`src/rtl/estagio_busca.sv`:
```
// MIPS instruction-fetch stage: PC register, IF/ID pipeline register.
// Optional MISALIGN_TRAP_EN: trap misaligned redirect targets.
module estagio_busca #(
   parameter logic [31:0] RESET_PC    = 32'h0000_0000,
   parameter logic [31:0] TRAP_VECTOR = 32'h0000_0180,
   parameter logic [31:0] NOP_WORD    = 32'h0000_0000
) (
   input  logic        clk,
   input  logic        reset,
   input  logic        stall,
   input  logic        flush,
   input  logic        desvio,
   input  logic [31:0] alvo_desvio,
   output logic [31:0] pc_addr,
   input  logic [31:0] instrucao_in,
   output logic [31:0] if_id_instrucao,
   output logic [31:0] if_id_pc,
   output logic [31:0] if_id_pc4,
   output logic        if_id_valido
`ifdef MISALIGN_TRAP_EN
   ,
   output logic        excecao_alinh
`endif
);

   logic [31:0] pc_q, pc_d;
   logic [31:0] instr_q, instr_d;
   logic [31:0] ipc_q, ipc_d;
   logic [31:0] ipc4_q, ipc4_d;
   logic        valido_q, valido_d;
   logic [31:0] pc_mais4;
   logic [31:0] alvo;
   logic        exc_d;

   assign pc_mais4 = pc_q + 32'd4;

   // Redirect target; misaligned targets divert to the trap vector.
   always_comb begin
      alvo  = alvo_desvio;
      exc_d = 1'b0;
`ifdef MISALIGN_TRAP_EN
      if (desvio && (alvo_desvio[1:0] != 2'b00)) begin
         alvo  = TRAP_VECTOR;
         exc_d = 1'b1;
      end
`endif
   end

   // Next-state selection: desvio > flush > stall > advance.
   always_comb begin
      pc_d     = pc_q;
      instr_d  = instr_q;
      ipc_d    = ipc_q;
      ipc4_d   = ipc4_q;
      valido_d = valido_q;
      if (desvio || flush) begin
         instr_d  = NOP_WORD;
         ipc_d    = 32'd0;
         ipc4_d   = 32'd0;
         valido_d = 1'b0;
         if (desvio)
            pc_d = alvo;
         else if (!stall)
            pc_d = pc_mais4;
      end else if (!stall) begin
         pc_d     = pc_mais4;
         instr_d  = instrucao_in;
         ipc_d    = pc_q;
         ipc4_d   = pc_mais4;
         valido_d = 1'b1;
      end
   end

   // State registers with synchronous reset.
   always_ff @(posedge clk) begin
      if (reset) begin
         pc_q     <= RESET_PC;
         instr_q  <= NOP_WORD;
         ipc_q    <= 32'd0;
         ipc4_q   <= 32'd0;
         valido_q <= 1'b0;
      end else begin
         pc_q     <= pc_d;
         instr_q  <= instr_d;
         ipc_q    <= ipc_d;
         ipc4_q   <= ipc4_d;
         valido_q <= valido_d;
      end
   end

`ifdef MISALIGN_TRAP_EN
   logic exc_q;

   // One-cycle misalignment pulse.
   always_ff @(posedge clk) begin
      if (reset) exc_q <= 1'b0;
      else       exc_q <= exc_d;
   end

   assign excecao_alinh = exc_q;
`else
   logic exc_unused;
   assign exc_unused = exc_d;
`endif

   assign pc_addr         = pc_q;
   assign if_id_instrucao = instr_q;
   assign if_id_pc        = ipc_q;
   assign if_id_pc4       = ipc4_q;
   assign if_id_valido    = valido_q;

endmodule
```
`config.mk`:
```
export PLATFORM = sky130hd
export DESIGN_NAME = estagio_busca
export DESIGN_NICKNAME = d
export VERILOG_FILES = /design/src/rtl/estagio_busca.sv
export SDC_FILE = /design/constraint.sdc
export NUM_CORES = 1
export LEC_CHECK = 0
export CAP_MARGIN = 5
export CELL_PAD_IN_SITES_DETAIL_PLACEMENT = 1
export CELL_PAD_IN_SITES_GLOBAL_PLACEMENT = 2
export CORE_UTILIZATION = 26
export DETAILED_ROUTE_END_ITERATION = 10
export GPL_TIMING_DRIVEN = 0
export PLACE_DENSITY_LB_ADDON = 0.1
export SYNTH_ARGS = -nofsm -noshare
export SYNTH_HDL_FRONTEND = slang
export SYNTH_SLANG_ARGS = --single-unit
```
`constraint.sdc`:
```
create_clock -name clk -period 2.65 [get_ports clk]
set_input_delay 0.53 -clock clk [delete_from_list [all_inputs] [get_ports clk]]
set_output_delay 0.53 -clock clk [all_outputs]
set_load 0.05 [all_outputs]
```
==> summary.txt <==
STA
  • Worst slew pin tran: roughly 0.76 ns
  • Final-report hold violation count: 0
  • Max-slew violation count: 0
  • Unrepaired setup endpoints after global routing: no
  • Min Clock Period, post-route: 2.44 ns
  • Max Freq: ~410 MHz
  • Worst Skew: around 0.011 ns
  • Setup-failing EPs final: 0
  • Tcrit/Tclk final: ~92%
  • Max-slew headroom at the worst pin: 49.4%

Die
  • DIE HEIGHT: ~150 um
  • Die ar.: between 20000 and 25000 um^2
  • Initial Utilization: between 20% and 30%
  • DIE WIDTH: 148 um
  • I/O pin total: slightly below 200
  • Row Count: 53
  • Core area: between 20000 and 25000 um^2

CTS
  • Worst skew pair latency: about 0.42 ns
  • Clock slew seen by the registers of the worst setup and hold paths: 0.06 ns
  • Total CTS buffers: 17
  • Clock sinks: about 130
  • CTS Hold Bufs: 0
  • Max Buffers Root-to-Sink: 2
  • H-tree depth: 4
  • CTS tree: built
  • Root Driver: clkbuf_16

Pwr
  • Flop pwr share: between 30% and 40%
  • Switching part of the total: a little over a quarter
  • PD cells: a little over 600 nW/um^2
  • Peak supply drop: roughly 0.00043 V
  • Comb pwr share: 14.2%
  • Power consumption: 5.25 mW
  • Leakage: 3.15 nW
  • P_sw: around 1.4 mW
  • Clock power share: a little under half
  • Pint: 3.88 mW

Critical path
  • Reg2Reg Depth: 7
  • Worst r2r src: pc_addr[3]$_SDFF_PP0_
  • CP arrival: ~2.7 ns
  • Max FO, Critical Path: 7
  • Worst reg-to-reg setup slack: about 0.21 ns
  • CP Capture Type: register
  • WS Path Type: reg2reg
  • Required @ worst endpoint: around 2.9 ns
  • FF-to-FF End: if_id_pc4[30]$_SDFFE_PP0N_
  • CP startpoint kind: register

Worst hold path
  • Hold EP: if_id_valido$_SDFFE_PP0N_
  • Hold_sp: if_id_valido$_SDFFE_PP0N_
  • Hold Path Depth: 1
  • HP Class: reg2reg

Placed design
  • Dpl cell area: just under 8000 um^2
  • Port Buffers: slightly below 200
  • Routability cong.: a little under 0.8
  • Dpl hpwl: between 15 and 20 mm

GRT
  • Antenna violations before repair: 2
  • First-pass GRT wire length: about 32 mm
  • Overflow after GRT: 0
  • Largest net degree at the start of global routing: 17
  • Vias in the first global route: between 5000 and 6000
  • Total track usage: between 10% and 20%

Yosys
  • Syn_nets: 685
  • Dominant cell type by area after synthesis: dfxtp_1
  • Seq/Total Area, Yosys: approximately 46%
  • Adder-Cell Fraction of Synth Area: less than 1%
  • Count of different cell masters after synthesis: 43
  • Post-synthesis mux area share: between 10% and 20%
  • Cells after Synth: around 600
  • Main combinational cell family by area after synthesis: simple AND/OR/NAND/NOR gates
  • Area contributors post-synth: dfxtp_1, mux2i_1, nor2_1
  • Synthesized area: around 5600 um^2
  • Flops & latches, synth: about 130
  • Synth Area in Compound Gates: approximately 9%
  • Ys flop type: dfxtp_1
  • Top cell type's share of synthesized area: approximately 46%
  • Post-Syn Area per Cell: approximately 9.0 um^2
  • EDFF count, synth: 0
  • Synthesized-area fraction occupied by xor and xnor cells: around 8.0%
  • Simple-gate share of the synthesized area: just under 20%
  • Async SR Flop Fraction: 0%
  • Syn. warnings: 0

Drt
  • Detail Route Antenna Nets: 0
  • WL per Instance: 18.4 um
  • Starting DRT DRC Count: 109
  • Vias: slightly above 5000
  • Routed wire length: between 20 and 25 mm
  • Vias per std cell: 4.63
  • Pre-antenna DRT Iters: 4
  • Detailed-route DRC error count: 0

Final layout
  • Area grow syn2layout: 52.9%
  • Design area: between 8000 and 9000 um^2
  • Fraction of layout cells with a size suffix above 1: under 10%
  • Nets@finish: between 900 and 1000

Job
  • Max-cap violations: 0

Status
  • Outcome: complete, no violations
==> routing by layer <==
layer	track usage, %	up-vias	routed length (um)
met4	6.08	0	238
met1	24.2	2487	9340
met5	0	-	0
met3	6.72	21	1540
met2	31.2	147	9470
li1	-	2520	-
==> placed cells by master (no fill, tap or decap), types with 17 or more instances in the layout <==
| cell type | netlist | routed |
|---|---|---|
| clkbuf_16 | 0 | 17 |
| a21oi_1 | 37 | 37 |
| xnor2_1 | 37 | 37 |
| a211oi_1 | 18 | 18 |
| nand2_1 | 27 | 27 |
| clkbuf_1 | 28 | 27 |
| o21ai_0 | 24 | 24 |
| nand3_1 | 17 | 17 |
| buf_2 | 18 | 19 |
| clkdlybuf4s50_1 | 0 | 196 |
| nor2_1 | 113 | 113 |
| dfxtp_1 | 127 | 127 |
| mux2i_1 | 68 | 68 |
==> logic make-up (layout without fill, tap and decap cells) <==
logic type	after synthesis	in the layout
AOI/OAI and AO/OA	85	85
xor gates and xnor gates	51	51
adders and majority gates	1	1
buffers and inverters	66	292
DFF	127	127
muxes	68	68
other	0	2
and+or+nand+nor	217	217
==> sequential cells by signal, summed over array words and instances, names as in the netlist <==
signal and flops:
if_id_instrucao 32, if_id_pc 32, pc_addr 32, if_id_pc4 30, if_id_valido 1
==> cell usage after synthesis (2+ instances only) <==
cell / number
and3_1: 8
o21ai_0: 24
nand2b_1: 2
nor4_1: 4
and4_1: 2
buf_4: 5
xor2_1: 14
nand4_1: 6
buf_1: 4
buf_6: 2
clkinv_1: 2
nor2b_1: 2
clkbuf_1: 28
nor4_4: 3
a211oi_1: 18
a21oi_1: 37
nor2_1: 113
mux2i_1: 68
or3_1: 5
inv_1: 6
nor3_1: 14
o21a_1: 2
xnor2_1: 37
buf_2: 18
nand3_1: 17
nor3_2: 2
a311oi_1: 2
dfxtp_1: 127
nand2_1: 27
nor4_2: 3
==> worst max-delay path, cell delays in order, from the launching register on <==
cell and delay (ns):
dfxtp_1 0.47, ha_1 0.28, and3_1 0.17, clkbuf_1 0.27, nand3_1 0.40, nor4_1 0.44, xnor2_1 0.17, a21oi_1 0.08
==> worst max path at each step <==
stage,cells past startpoint,slack [ns],end,startpoint
2_1_floorplan,7,0.36,if_id_pc4[30]$_SDFFE_PP0N_,pc_addr[3]$_SDFF_PP0_
3_3_place_gp,6,-0.48,if_id_instrucao[0]$_SDFFE_PP0N_,stall
3_5_place_dp,6,-0.51,if_id_pc[29]$_SDFFE_PP0N_,stall
4_1_cts,6,0.05,if_id_pc4[4]$_SDFFE_PP0N_,desvio
5_1_grt,6,0.0007,if_id_pc[16]$_SDFFE_PP0N_,stall
6_report,7,0.21,if_id_pc4[30]$_SDFFE_PP0N_,pc_addr[3]$_SDFF_PP0_
==> power by group through the flow <==
stage          clock, mW  sequential [mW]  combinational (mW)
2_1_floorplan          0             2.24               0.258
3_5_place_dp           0             2.07               0.749
6_report            2.48             2.02               0.744
3_3_place_gp           0             2.06               0.739
5_1_grt             2.64             2.03               0.793
4_1_cts             2.54             2.02               0.753
==> timing repair <==
item                                    4_1_cts  5_1_grt
pin swaps                                     1        0
setup buffers                                 2        0
resized for setup                             2        0
endpoints found under the setup margin       15       25
==> through the flow <==
step	setup WS, ns	setup TNS [ns]	hold slack [ns]	cells	util, %
2_1_floorplan	0.358	0	0.483	615	-
3_3_place_gp	-0.484	-21.13	0.454	1086	37.4
3_5_place_dp	-0.509	-23.44	0.448	1086	37.4
4_1_cts	0.0462	0	0.461	1117	40.4
5_1_grt	0.000723	0	0.480	1116	40.4
6_report	0.214	0	0.459	1118	40.4
==> area by class of cell <==
class                      count  area [um^2]
fill                        2402        12500
multi-input combinational    422         2710
sequential                   127         2540
timing repair buffer         198         1980
clock buffer                  24          512
tap                          275          344
buffer                        57          274
clock inverter                 5          103
inverter                       8         30.0
antenna                        2         5.00
Power figures use the tool's default switching activity.
